--- src/rtl/md_unit.sv ---
// ----------------------------------------------------------------------------
// md_unit
//   Iterative multiply/divide unit that owns the HI/LO registers.
//   mult/multu use shift-add, div/divu use restoring division, one bit per
//   cycle. mthi/mtlo write HI/LO in a single cycle. busy stays high while an
//   operation is in flight so that dependent instructions stall in EX.
//
// Ports
//   clk       in   1      clock, rising edge
//   reset     in   1      asynchronous reset, active low
//   md_valid  in   1      EX stage holds a live instruction
//   md_func   in   3      0 none, 1 mthi, 2 mtlo, 3 mult, 4 div, 5-7 none
//   md_sign   in   1      1 signed, 0 unsigned (mult/div only)
//   src_a     in   WIDTH  rs operand
//   src_b     in   WIDTH  rt operand
//   busy      out  1      operation in flight, HI/LO not yet final
//   hi        out  WIDTH  HI register
//   lo        out  WIDTH  LO register
// ----------------------------------------------------------------------------
module md_unit #(
    parameter int unsigned WIDTH = 32
) (
    input  logic             clk,
    input  logic             reset,
    input  logic             md_valid,
    input  logic [2:0]       md_func,
    input  logic             md_sign,
    input  logic [WIDTH-1:0] src_a,
    input  logic [WIDTH-1:0] src_b,
    output logic             busy,
    output logic [WIDTH-1:0] hi,
    output logic [WIDTH-1:0] lo
);

    localparam int unsigned CW = (WIDTH > 1) ? $clog2(WIDTH) : 1;

    typedef enum logic [1:0] {
        IDLE,
        MUL,
        DIV,
        FIX
    } state_e;

    typedef enum logic [2:0] {
        FN_NONE = 3'd0,
        FN_MTHI = 3'd1,
        FN_MTLO = 3'd2,
        FN_MULT = 3'd3,
        FN_DIV  = 3'd4
    } func_e;

    state_e             state;
    logic [CW-1:0]      cnt;
    logic [2*WIDTH-1:0] acc;     // multiply accumulator: {partial, multiplier}
    logic [WIDTH:0]     rem;     // partial remainder, one spare bit for borrow
    logic [WIDTH-1:0]   quo;     // dividend shifts out, quotient shifts in
    logic [WIDTH-1:0]   op_b;    // |b|
    logic [WIDTH-1:0]   a_raw;   // original dividend, returned on divide by zero
    logic               sign_q;  // result/quotient negative
    logic               sign_r;  // remainder negative
    logic               op_div;
    logic               div0;

    logic               sign_a_in;
    logic               sign_b_in;
    logic [WIDTH-1:0]   mag_a_in;
    logic [WIDTH-1:0]   mag_b_in;
    logic [WIDTH:0]     mul_sum;
    logic [WIDTH+1:0]   div_shift;
    logic [WIDTH+1:0]   div_diff;
    logic [2*WIDTH-1:0] prod_fix;
    logic [WIDTH-1:0]   q_fix;
    logic [WIDTH-1:0]   r_fix;

    // Most-negative input negates to itself; read as unsigned it is the
    // correct magnitude, so no extra bit is needed.
    always_comb begin
        sign_a_in = md_sign & src_a[WIDTH-1];
        sign_b_in = md_sign & src_b[WIDTH-1];
        mag_a_in  = sign_a_in ? -src_a : src_a;
        mag_b_in  = sign_b_in ? -src_b : src_b;
    end

    always_comb begin
        mul_sum   = {1'b0, acc[2*WIDTH-1:WIDTH]} + {1'b0, (acc[0] ? op_b : {WIDTH{1'b0}})};
        div_shift = {rem, quo[WIDTH-1]};
        div_diff  = div_shift - {2'b00, op_b};
        prod_fix  = sign_q ? -acc : acc;
        q_fix     = sign_q ? -quo : quo;
        r_fix     = sign_r ? -rem[WIDTH-1:0] : rem[WIDTH-1:0];
    end

    assign busy = (state != IDLE);

    always_ff @(posedge clk or negedge reset) begin
        if (!reset) begin
            state  <= IDLE;
            cnt    <= '0;
            acc    <= '0;
            rem    <= '0;
            quo    <= '0;
            op_b   <= '0;
            a_raw  <= '0;
            sign_q <= 1'b0;
            sign_r <= 1'b0;
            op_div <= 1'b0;
            div0   <= 1'b0;
            hi     <= '0;
            lo     <= '0;
        end else begin
            case (state)
                IDLE: begin
                    if (md_valid) begin
                        case (md_func)
                            FN_MTHI: hi <= src_a;
                            FN_MTLO: lo <= src_a;
                            FN_MULT: begin
                                acc    <= {{WIDTH{1'b0}}, mag_a_in};
                                op_b   <= mag_b_in;
                                sign_q <= sign_a_in ^ sign_b_in;
                                sign_r <= 1'b0;
                                op_div <= 1'b0;
                                div0   <= 1'b0;
                                cnt    <= CW'(WIDTH - 1);
                                state  <= MUL;
                            end
                            FN_DIV: begin
                                rem    <= '0;
                                quo    <= mag_a_in;
                                op_b   <= mag_b_in;
                                a_raw  <= src_a;
                                sign_q <= sign_a_in ^ sign_b_in;
                                sign_r <= sign_a_in;
                                op_div <= 1'b1;
                                div0   <= (src_b == '0);
                                cnt    <= CW'(WIDTH - 1);
                                state  <= DIV;
                            end
                            default: ;
                        endcase
                    end
                end
                MUL: begin
                    acc <= {mul_sum, acc[WIDTH-1:1]};
                    if (cnt == '0) state <= FIX;
                    else           cnt   <= cnt - 1'b1;
                end
                DIV: begin
                    // Borrow out of the widened subtraction means restore.
                    if (div_diff[WIDTH+1]) begin
                        rem <= div_shift[WIDTH:0];
                        quo <= {quo[WIDTH-2:0], 1'b0};
                    end else begin
                        rem <= div_diff[WIDTH:0];
                        quo <= {quo[WIDTH-2:0], 1'b1};
                    end
                    if (cnt == '0) state <= FIX;
                    else           cnt   <= cnt - 1'b1;
                end
                FIX: begin
                    if (op_div) begin
                        if (div0) begin
                            hi <= a_raw;
                            lo <= '1;
                        end else begin
                            hi <= r_fix;
                            lo <= q_fix;
                        end
                    end else begin
                        {hi, lo} <= prod_fix;
                    end
                    state <= IDLE;
                end
                default: state <= IDLE;
            endcase
        end
    end

endmodule

--- config.mk ---
export PLATFORM = sky130hd
export DESIGN_NAME = md_unit
export DESIGN_NICKNAME = d
export VERILOG_FILES = /design/src/rtl/md_unit.sv
export SDC_FILE = /design/constraint.sdc
export NUM_CORES = 1
export LEC_CHECK = 0
export CORE_UTILIZATION = 55
export CTS_CLUSTER_DIAMETER = 100
export DETAILED_ROUTE_END_ITERATION = 12
export PLACE_DENSITY_LB_ADDON = 0.12
export SLEW_MARGIN = 30
export SYNTH_ARGS = -nofsm -noshare
export SYNTH_HDL_FRONTEND = slang
export SYNTH_SLANG_ARGS = --single-unit
export TNS_END_PERCENT = 30
--- constraint.sdc ---
create_clock -name clk -period 8.2 [get_ports clk]
set_input_delay 1.64 -clock clk [delete_from_list [all_inputs] [get_ports clk]]
set_output_delay 1.64 -clock clk [all_outputs]
set_load 0.01 [all_outputs]
==> results of run 1 <==
==> synthesized netlist by cell type, drive strengths merged, types with 5 or more instances <==
cell type	n	area share
nand3	42	0.011
a21oi	171	0.045
o221ai	20	0.0091
buf	14	0.0029
a211oi	9	0.0035
o21ai	234	0.061
nor3	38	0.011
and2	8	0.0026
a221o	8	0.0042
a21boi	5	0.0020
or2	7	0.0025
nand2b	16	0.0052
o31a	5	0.0023
dfrtp	268	0.35
a211o	5	0.0023
xnor2	126	0.058
and3	10	0.0033
o31ai	58	0.023
a21o	31	0.012
xor2	101	0.046
a22oi	16	0.0063
or4	24	0.0096
clkbuf	109	0.021
inv	92	0.018
a31oi	50	0.016
o21a	11	0.0043
mux2	34	0.020
or3	18	0.0061
nand4	14	0.0049
nor2b	14	0.0046
o211ai	23	0.0090
nor4	22	0.0082
o22ai	51	0.017
ha	75	0.049
o21bai	11	0.0043
o41ai	25	0.013
nand2	263	0.051
nor2	165	0.032
mux2i	36	0.019
a221oi	13	0.0059
==> final cells by class <==
cell class,instances,area [um2],share of cell area
clock inverters,17,153,0.00694
well taps,455,569,0.0259
inverters,93,349,0.0159
repair buffers,166,1630,0.0742
multi-input cells,1805,11700,0.532
flip-flops and latches,268,6710,0.305
clock buffers,41,873,0.0397
==> layer usage <==
layer,vias up,part of all wire,global-route usage
li1,8522,-,-
met1,8856,0.42,0.487
met2,854,0.46,0.583
met3,147,0.083,0.0551
met4,0,0.037,0.131
met5,-,0,0
==> report_power, final <==
group / leakage (nW) / internal (W) / switching, W
Sequential: 3.26 / 0.00192 / 0.000731
Combinational: 5.38 / 0.00249 / 0.00382
Clock: 0.519 / 0.000811 / 0.000599
Total: 9.16 / 0.00522 / 0.00515
==> state kept, by name (all words and copies together), names as in the netlist <==
register  cells
rem          33
sign_q        1
div0          1
lo           32
quo          32
acc          64
op_b         32
cnt           5
a_raw        32
op_div        1
sign_r        1
state         2
hi           32
==> per-stage QoR <==
step	hold WS, ps	util	instances
6_report	484	0.638	2845
5_1_grt	508	0.638	2845
4_1_cts	488	0.638	2845
3_5_place_dp	474	0.609	2787
3_3_place_gp	461	0.607	2785
2_1_floorplan	450	-	2289
==> path summary, 6_finish.rpt <==
check / cells past startpoint / slack, ps / startpoint / to
worst max-delay path: 12 / 3780 / src_b[0] / op_b[30]
worst min-delay path: 2 / 480 / op_b[15] / op_b[15]
worst max register to register: 14 / 3920 / acc[0] / acc[57]
worst min register to register: 2 / 480 / op_b[15] / op_b[15]
max in group asynchronous: 2 / 5800 / reset / acc[54]
min in group asynchronous: 1 / 1040 / reset / lo[6]
==> cell families after synthesis <==
logic type / count (synthesis) / synth area share
fa+ha+maj: 77 / 0.0510
flops: 268 / 0.350
mux: 70 / 0.0388
buf+inv: 216 / 0.0424
compound gates: 778 / 0.256
simple gates: 653 / 0.159
xor+xnor: 227 / 0.104
==> worst register-to-register path, delay by kind of cell, from the launching register on <==
family                     cells  cell delay [ps]
AOI/OAI and AO/OA              7             1670
adders and majority gates      1              380
buffers and inverters          3              650
DFF                            1              470
and+or+nand+nor                3              980
==> impl_metrics.ini, run 1 <==
[global_routing]
grt_pass1_wl_um = 100000
grt_util_all_layers = 0.360
grt_max_degree = 88
grt_pass1_vias = 17653
grt_overflow = 0
grt_antenna_before_repair = 0

[logic_synthesis]
synth.avg_cell_area_um2 = 8.38
synth_flop_cell = dfrtp_1
yosysWarnings = 0
seq_area_frac_synth = 0.350
syn_inst = 2289
ys_seq_elements = 268
synth-edff-count = 0
synth_cell_type_count = 81
async_flop_share = 1.00
synth_nets = 2437
syn_area_mm2 = 0.0192

[place]
dpl_cell_area_mm2 = 0.0210
hpwl_um = 47500
gp_congestion = 0.957
place_ws_ps = 3190
io_buffer_count = 135

[layout]
nets = 2513
nFillCells = 3025
antenna_cells = 0
drive_gt1_frac = 0.0665
area_growth_pct = 14.7
final_cell_mix = dfrtp_1, nand2_1, o21ai_0
postLayoutCellArea_mm2 = 0.0220
mostFrequentLayoutCell = dfrtp_1

[clocking]
tritoncts = done
postCtsSetupBuffers = 0
htree_num_levels = 1
clk_root_buffer_cell = clkbuf_16
clock_sinks = 268
clockBufferDepth = 3
path_clk_slew_ps = 60
clkLatencyLatePin_ps = 600
cts-resized-gates = 0
cts_made_buffers = 31
postCtsHoldBufs = 0

[pwr]
ir_worst_vdd_uv = 301
cellLeakagePower_nw = 9.16
power_w = 0.0104
power.density_mw_per_mm2 = 471

[route]
routed_wl_um = 64400
drcViolationCount = 0
wire_per_inst_um = 22.6
drtPass1Iterations = 6
first_iter_violations = 1716
ant_nets = 0
vias = 18379
drt-vias-per-instance = 6.46

[setup_path]
cp_max_fo = 4
arrival_ps = 4870
start_kind = primary input
path_class = in2reg
endpoint_kind = register
cp_num_buf_inv = 2
path_common_cell = nand2_1
slowest_stage = or3b_2
cp_data_required_time_ps = 8650
path_cells = clkdlybuf4s50_1, inv_1, ha_1, or3b_2, nor3_2, nand2_1, nor4_2, nand2_1, or4_1, o41ai_1, xor2_1, o21ai_0
cp_top_family = simple AND/OR/NAND/NOR gates
cp_slowest_stage_delay_ps = 500

[timing]
fin_ws_ps = 3780
period_share = 0.539
maxSlewViolCount = 0
finalClockSkew_ps = 26.0
tightest_slew_ps = 949
relSlewSlack = 0.367
rsz0062_at_grt = false
fmax_mhz = 226
period_needed_ps = 4420
tns_ps = 0
hold_violations = 0
setup_viol = 0

[floorplan]
die_w_um = 189
rows = 68
die_h_um = 189
start_util = 0.557
ios = 136
die_area_mm2 = 0.0356
fp.coreArea_mm2 = 0.0345

[hold_path]
min_path_type = reg2reg

[outcome]
status = complete, no violations

[flow_run]
drv_cap = 0
No activity file was read; power rests on OpenSTA's default activity.
==> run 2: changes to the inputs <==
==> constraint.sdc (replaced) <==
create_clock -name clk -period 4.4 [get_ports clk]
set_input_delay 0.88 -clock clk [delete_from_list [all_inputs] [get_ports clk]]
set_output_delay 0.88 -clock clk [all_outputs]
set_load 0.01 [all_outputs]
==> run 2 against run 1 <==
Compared with the run above: combinational power grew 90%; die area is the same; critical path depth grew 1; flip-flop and latch count is the same; clock-buffer cell count grew 8; via count grew 1.3%; clock power grew 100%; highest routed layer unchanged; global-route usage grew 0.61 points; critical path type is now reg2reg; register-to-register slack lost 3300 ps.
==> impl_metrics.ini, run 2 (synthesized netlist as in run 1, its figures left out) <==
[outcome]
status = complete, no violations

[pwr]
power.share.clock = 0.145
swShare = 0.490
ir_worst_vdd_uv = 755
p_int_w = 0.0100
pwr-share-comb = 0.608
p_switching_w = 0.00963
cellLeakagePower_nw = 9.29
seq_power_share = 0.247
power.density_mw_per_mm2 = 885

[global_routing]
grt_overflow = 0
grt_pass1_vias = 18213
grt_antenna_before_repair = 0
grt_max_degree = 87
grt_util_all_layers = 0.366
grt_pass1_wl_um = 102000

[setup_path]
r2r-start = acc[0]
path_common_cell = buf_4
path_class = reg2reg
startpoint = acc[0]
endpoint_kind = register
path_cells = inv_1, buf_4, nor2_1, ha_1, o21ai_1, a21oi_1, o41a_1, o31a_1, a221oi_1, buf_4, o41ai_1, or4b_2, o311ai_1
cp_max_fo = 29
cp_slowest_stage_delay_ps = 620
arrival_ps = 4210
cp_data_required_time_ps = 4830
slowest_stage = or4b_2
start_kind = register

[timing]
period_needed_ps = 3780
tns_ps = 0
period_share = 0.860
relSlewSlack = 0.431
finalClockSkew_ps = 20.7
maxSlewViolCount = 0
hold_violations = 0
rsz0062_at_grt = false
setup_viol = 0
fmax_mhz = 264
tightest_slew_ps = 841

[floorplan]
start_util = 0.557
die_w_um = 189
fp.coreArea_mm2 = 0.0345
die_h_um = 189
die_area_mm2 = 0.0356
ios = 136
rows = 68

[hold_path]
min_path_type = in2async

[clocking]
postCtsHoldBufs = 0
clkLatencyLatePin_ps = 550
htree_num_levels = 2
tritoncts = done
clock_sinks = 268
clockBufferDepth = 3
postCtsSetupBuffers = 0
clk_root_buffer_cell = clkbuf_16
cts-resized-gates = 0
cts_made_buffers = 34
path_clk_slew_ps = 60

[layout]
final_cell_mix = dfrtp_1, nand2_1, o21ai_0
area_growth_pct = 15.9
largest_register_ffs = 64
nets = 2536
postLayoutCellArea_mm2 = 0.0222
antenna_cells = 0
top_register = acc
multi_input_area_mm2 = 0.0117
mostFrequentLayoutCell = dfrtp_1
seq_area_mm2 = 0.00671
reg_top3 = acc x64, rem x33
nFillCells = 3011
drive_gt1_frac = 0.0731

[flow_run]
drv_cap = 0

[place]
io_buffer_count = 135
gp_congestion = 0.964
dpl_cell_area_mm2 = 0.0211
hpwl_um = 47800

[route]
drtPass1Iterations = 6
wire_per_inst_um = 22.5
first_iter_violations = 1699
ant_nets = 0
drcViolationCount = 0
routed_wl_um = 64500
vias = 18613
drt-vias-per-instance = 6.50
## run 2: changes by cell type in the layout (fill, tap and decap cells not counted), moves of 2 or more
cell and change:
buf_12 +4, buf_16 -2, buf_4 +19, clkbuf_16 +4, clkbuf_8 +3, clkinv_2 -8
nor2_1 +2, nor2_4 -2
## run 2: power groups by stage
stage	clock network [W]	logic [W]	registers, W
finish	0.00285	0.0120	0.00486
global route	0.00297	0.0131	0.00500
CTS	0.00287	0.0118	0.00482
detailed placement	0	0.0117	0.00485
global placement	0	0.0115	0.00480
floorplan	0	0.00817	0.00455
## run 2: per-layer routing
layer  wire, um  vias up  track usage
met2      30100      845        0.599
met4       2650        0        0.154
met5          0        -            0
met1      27000     9053        0.477
li1           -     8550            -
met3       4720      165       0.0641
## run 2: worst paths after layout
check | end | slack (ps) | cells after the start
max | acc[57] | 620 | 13
min | lo[9] | 350 | 1
max reg2reg | acc[57] | 620 | 13
min reg2reg | op_b[25] | 480 | 2
max in group asynchronous | op_b[19] | 3150 | 2
min in group clk | op_b[25] | 480 | 2
## run 2: stage by stage
stage | setup WS, ps | cells | total power [W] | hold WS, ps | util
detailed placement | 364 | 2807 | 0.0166 | 472 | 0.613
floorplan | 1040 | 2289 | 0.0127 | 450 | -
finish | 618 | 2864 | 0.0197 | 350 | 0.645
CTS | 668 | 2864 | 0.0195 | 381 | 0.645
global route | 383 | 2864 | 0.0210 | 406 | 0.645
global placement | 392 | 2807 | 0.0163 | 464 | 0.613
## run 2: layout make-up
class                           instances  share of cell area
Multi-Input combinational cell       1805               0.526
Sequential cell                       268               0.302
Timing Repair Buffer                  186              0.0805
Clock buffer                           49              0.0458
Tap cell                              455              0.0256
Inverter                               93              0.0157
Clock inverter                          8             0.00422
## run 2: worst max-delay path, delay by kind of cell, from the launching register on
| family | cells | cell delay [ps] |
|---|---|---|
| AOI/OAI and AO/OA | 7 | 1460 |
| adders and majority gates | 1 | 320 |
| buffers and inverters | 3 | 690 |
| DFF | 1 | 450 |
| and+or+nand+nor | 2 | 740 |
==> run 3: changes to the inputs <==
--- a/config.mk
+++ b/config.mk
@@ -9,6 +9,7 @@
 export CTS_CLUSTER_DIAMETER = 100
 export DETAILED_ROUTE_END_ITERATION = 12
 export PLACE_DENSITY_LB_ADDON = 0.12
+export REMOVE_ABC_BUFFERS = 1
 export SLEW_MARGIN = 30
 export SYNTH_ARGS = -nofsm -noshare
 export SYNTH_HDL_FRONTEND = slang
==> run 3 against run 2 <==
Compared with the run above: the run now ends with design-rule violations left; clock power rose by 4%; cell count barely moved; non-clock buffer count is 4 lower; highest routed layer unchanged; critical path depth grew 1; flip-flop and latch count unchanged.
==> impl_metrics.ini, run 3 (synthesized netlist as in run 1, its figures left out) <==
[pwr]
cellLeakagePower_nw = 9.30
p_switching_w = 0.00948
swShare = 0.482
ir_worst_vdd_uv = 492
seq_power_share = 0.249
power.density_mw_per_mm2 = 882
pwr-share-comb = 0.601
p_int_w = 0.0102
power.share.clock = 0.150
power_w = 0.0197

[layout]
reg_top3 = acc x64, rem x33
final_cell_mix = dfrtp_1, nand2_1, o21ai_0
mostFrequentLayoutCell = dfrtp_1
drive_gt1_frac = 0.0722
fin_util = 0.647
postLayoutCellArea_mm2 = 0.0223
area_growth_pct = 16.2
top_register = acc
nets = 2532
nFillCells = 3012
largest_register_ffs = 64
antenna_cells = 0

[timing]
period_needed_ps = 3770
hold_violations = 0
maxSlewViolCount = 0
finalClockSkew_ps = 22.2
period_share = 0.858
fmax_mhz = 265
setup_viol = 0
rsz0062_at_grt = false
tightest_slew_ps = 958
relSlewSlack = 0.352

[clocking]
tritoncts = done
cts_made_buffers = 34
path_clk_slew_ps = 60
cts-resized-gates = 0
clk_root_buffer_cell = clkbuf_16
clock_sinks = 268
postCtsHoldBufs = 0
clkLatencyLatePin_ps = 530
htree_num_levels = 2
postCtsSetupBuffers = 0
clockBufferDepth = 3

[floorplan]
die_area_mm2 = 0.0356
rows = 68
ios = 136
fp.coreArea_mm2 = 0.0345
start_util = 0.557
die_h_um = 189
die_w_um = 189

[outcome]
status = complete, but fails checks
violations = design-rule violations

[setup_path]
path_class = reg2reg
r2r-start = acc[0]
arrival_ps = 4190
cp_max_fo = 7
endpoint_kind = register
startpoint = acc[0]
reg2reg_depth = 14
start_kind = register
cp_data_required_time_ps = 4820

[global_routing]
grt_overflow = 0
grt_max_degree = 96
grt_util_all_layers = 0.346
grt_antenna_before_repair = 0
grt_pass1_vias = 17444
grt_pass1_wl_um = 97600

[route]
ant_nets = 0
wire_per_inst_um = 21.4
routed_wl_um = 61300
drt-vias-per-instance = 6.36
drtPass1Iterations = 10
first_iter_violations = 1778
vias = 18208
drcViolationCount = 2

[place]
io_buffer_count = 135
hpwl_um = 45100
gp_congestion = 0.931
dpl_cell_area_mm2 = 0.0211

[hold_path]
min_path_type = in2async

[flow_run]
drv_cap = 0
[run 3: metrics by stage]
step	cells	setup TNS, ps	setup slack, ps	hold WS [ps]
detailed placement	2803	0	173	471
global route	2865	0	387	435
floorplan	2166	-59330	-1110	450
finish	2865	0	627	368
CTS	2865	0	658	407
global placement	2803	0	280	461
[run 3: power groups by stage]
stage | combinational [W] | sequential [W] | clock (W)
2_1_floorplan | 0.00763 | 0.00473 | 0
3_3_place_gp | 0.0114 | 0.00481 | 0
3_5_place_dp | 0.0116 | 0.00487 | 0
4_1_cts | 0.0116 | 0.00484 | 0.00298
5_1_grt | 0.0129 | 0.00503 | 0.00308
6_report | 0.0118 | 0.00489 | 0.00295
[run 3: worst paths after layout]
kind	endpoint	slack, ps
max in group asynchronous	op_b[17]	3030
worst min-delay path	lo[6]	370
worst max-delay path	acc[57]	630
worst max register to register	acc[57]	630
min in group clk	op_b[17]	470
worst min register to register	op_b[17]	470
[run 3: cell type report]
type	count	area, um2	share of cell area
Clock buffer	51	1040	0.0466
Clock inverter	11	143	0.00640
Inverter	93	349	0.0157
Multi-Input combinational cell	1805	11700	0.525
Sequential cell	268	6710	0.301
Tap cell	455	569	0.0256
Timing Repair Buffer	182	1770	0.0795
[run 3: worst max-delay path: stages, from the launching register on]
cell	delay, ps
dfrtp_1	450
and2_1	160
ha_1	200
inv_1	70
fa_1	400
nor2b_1	140
o21ai_1	80
a21oi_1	260
o41a_1	220
o31a_1	210
a221oi_1	110
buf_4	170
o41ai_1	470
or4b_2	640
o311ai_1	100
[run 3: metal layers]
metal,GRT usage,wire (um)
met1,0.474,26600
met2,0.554,28200
met3,0.0570,4650
met4,0.117,1840
met5,0,0
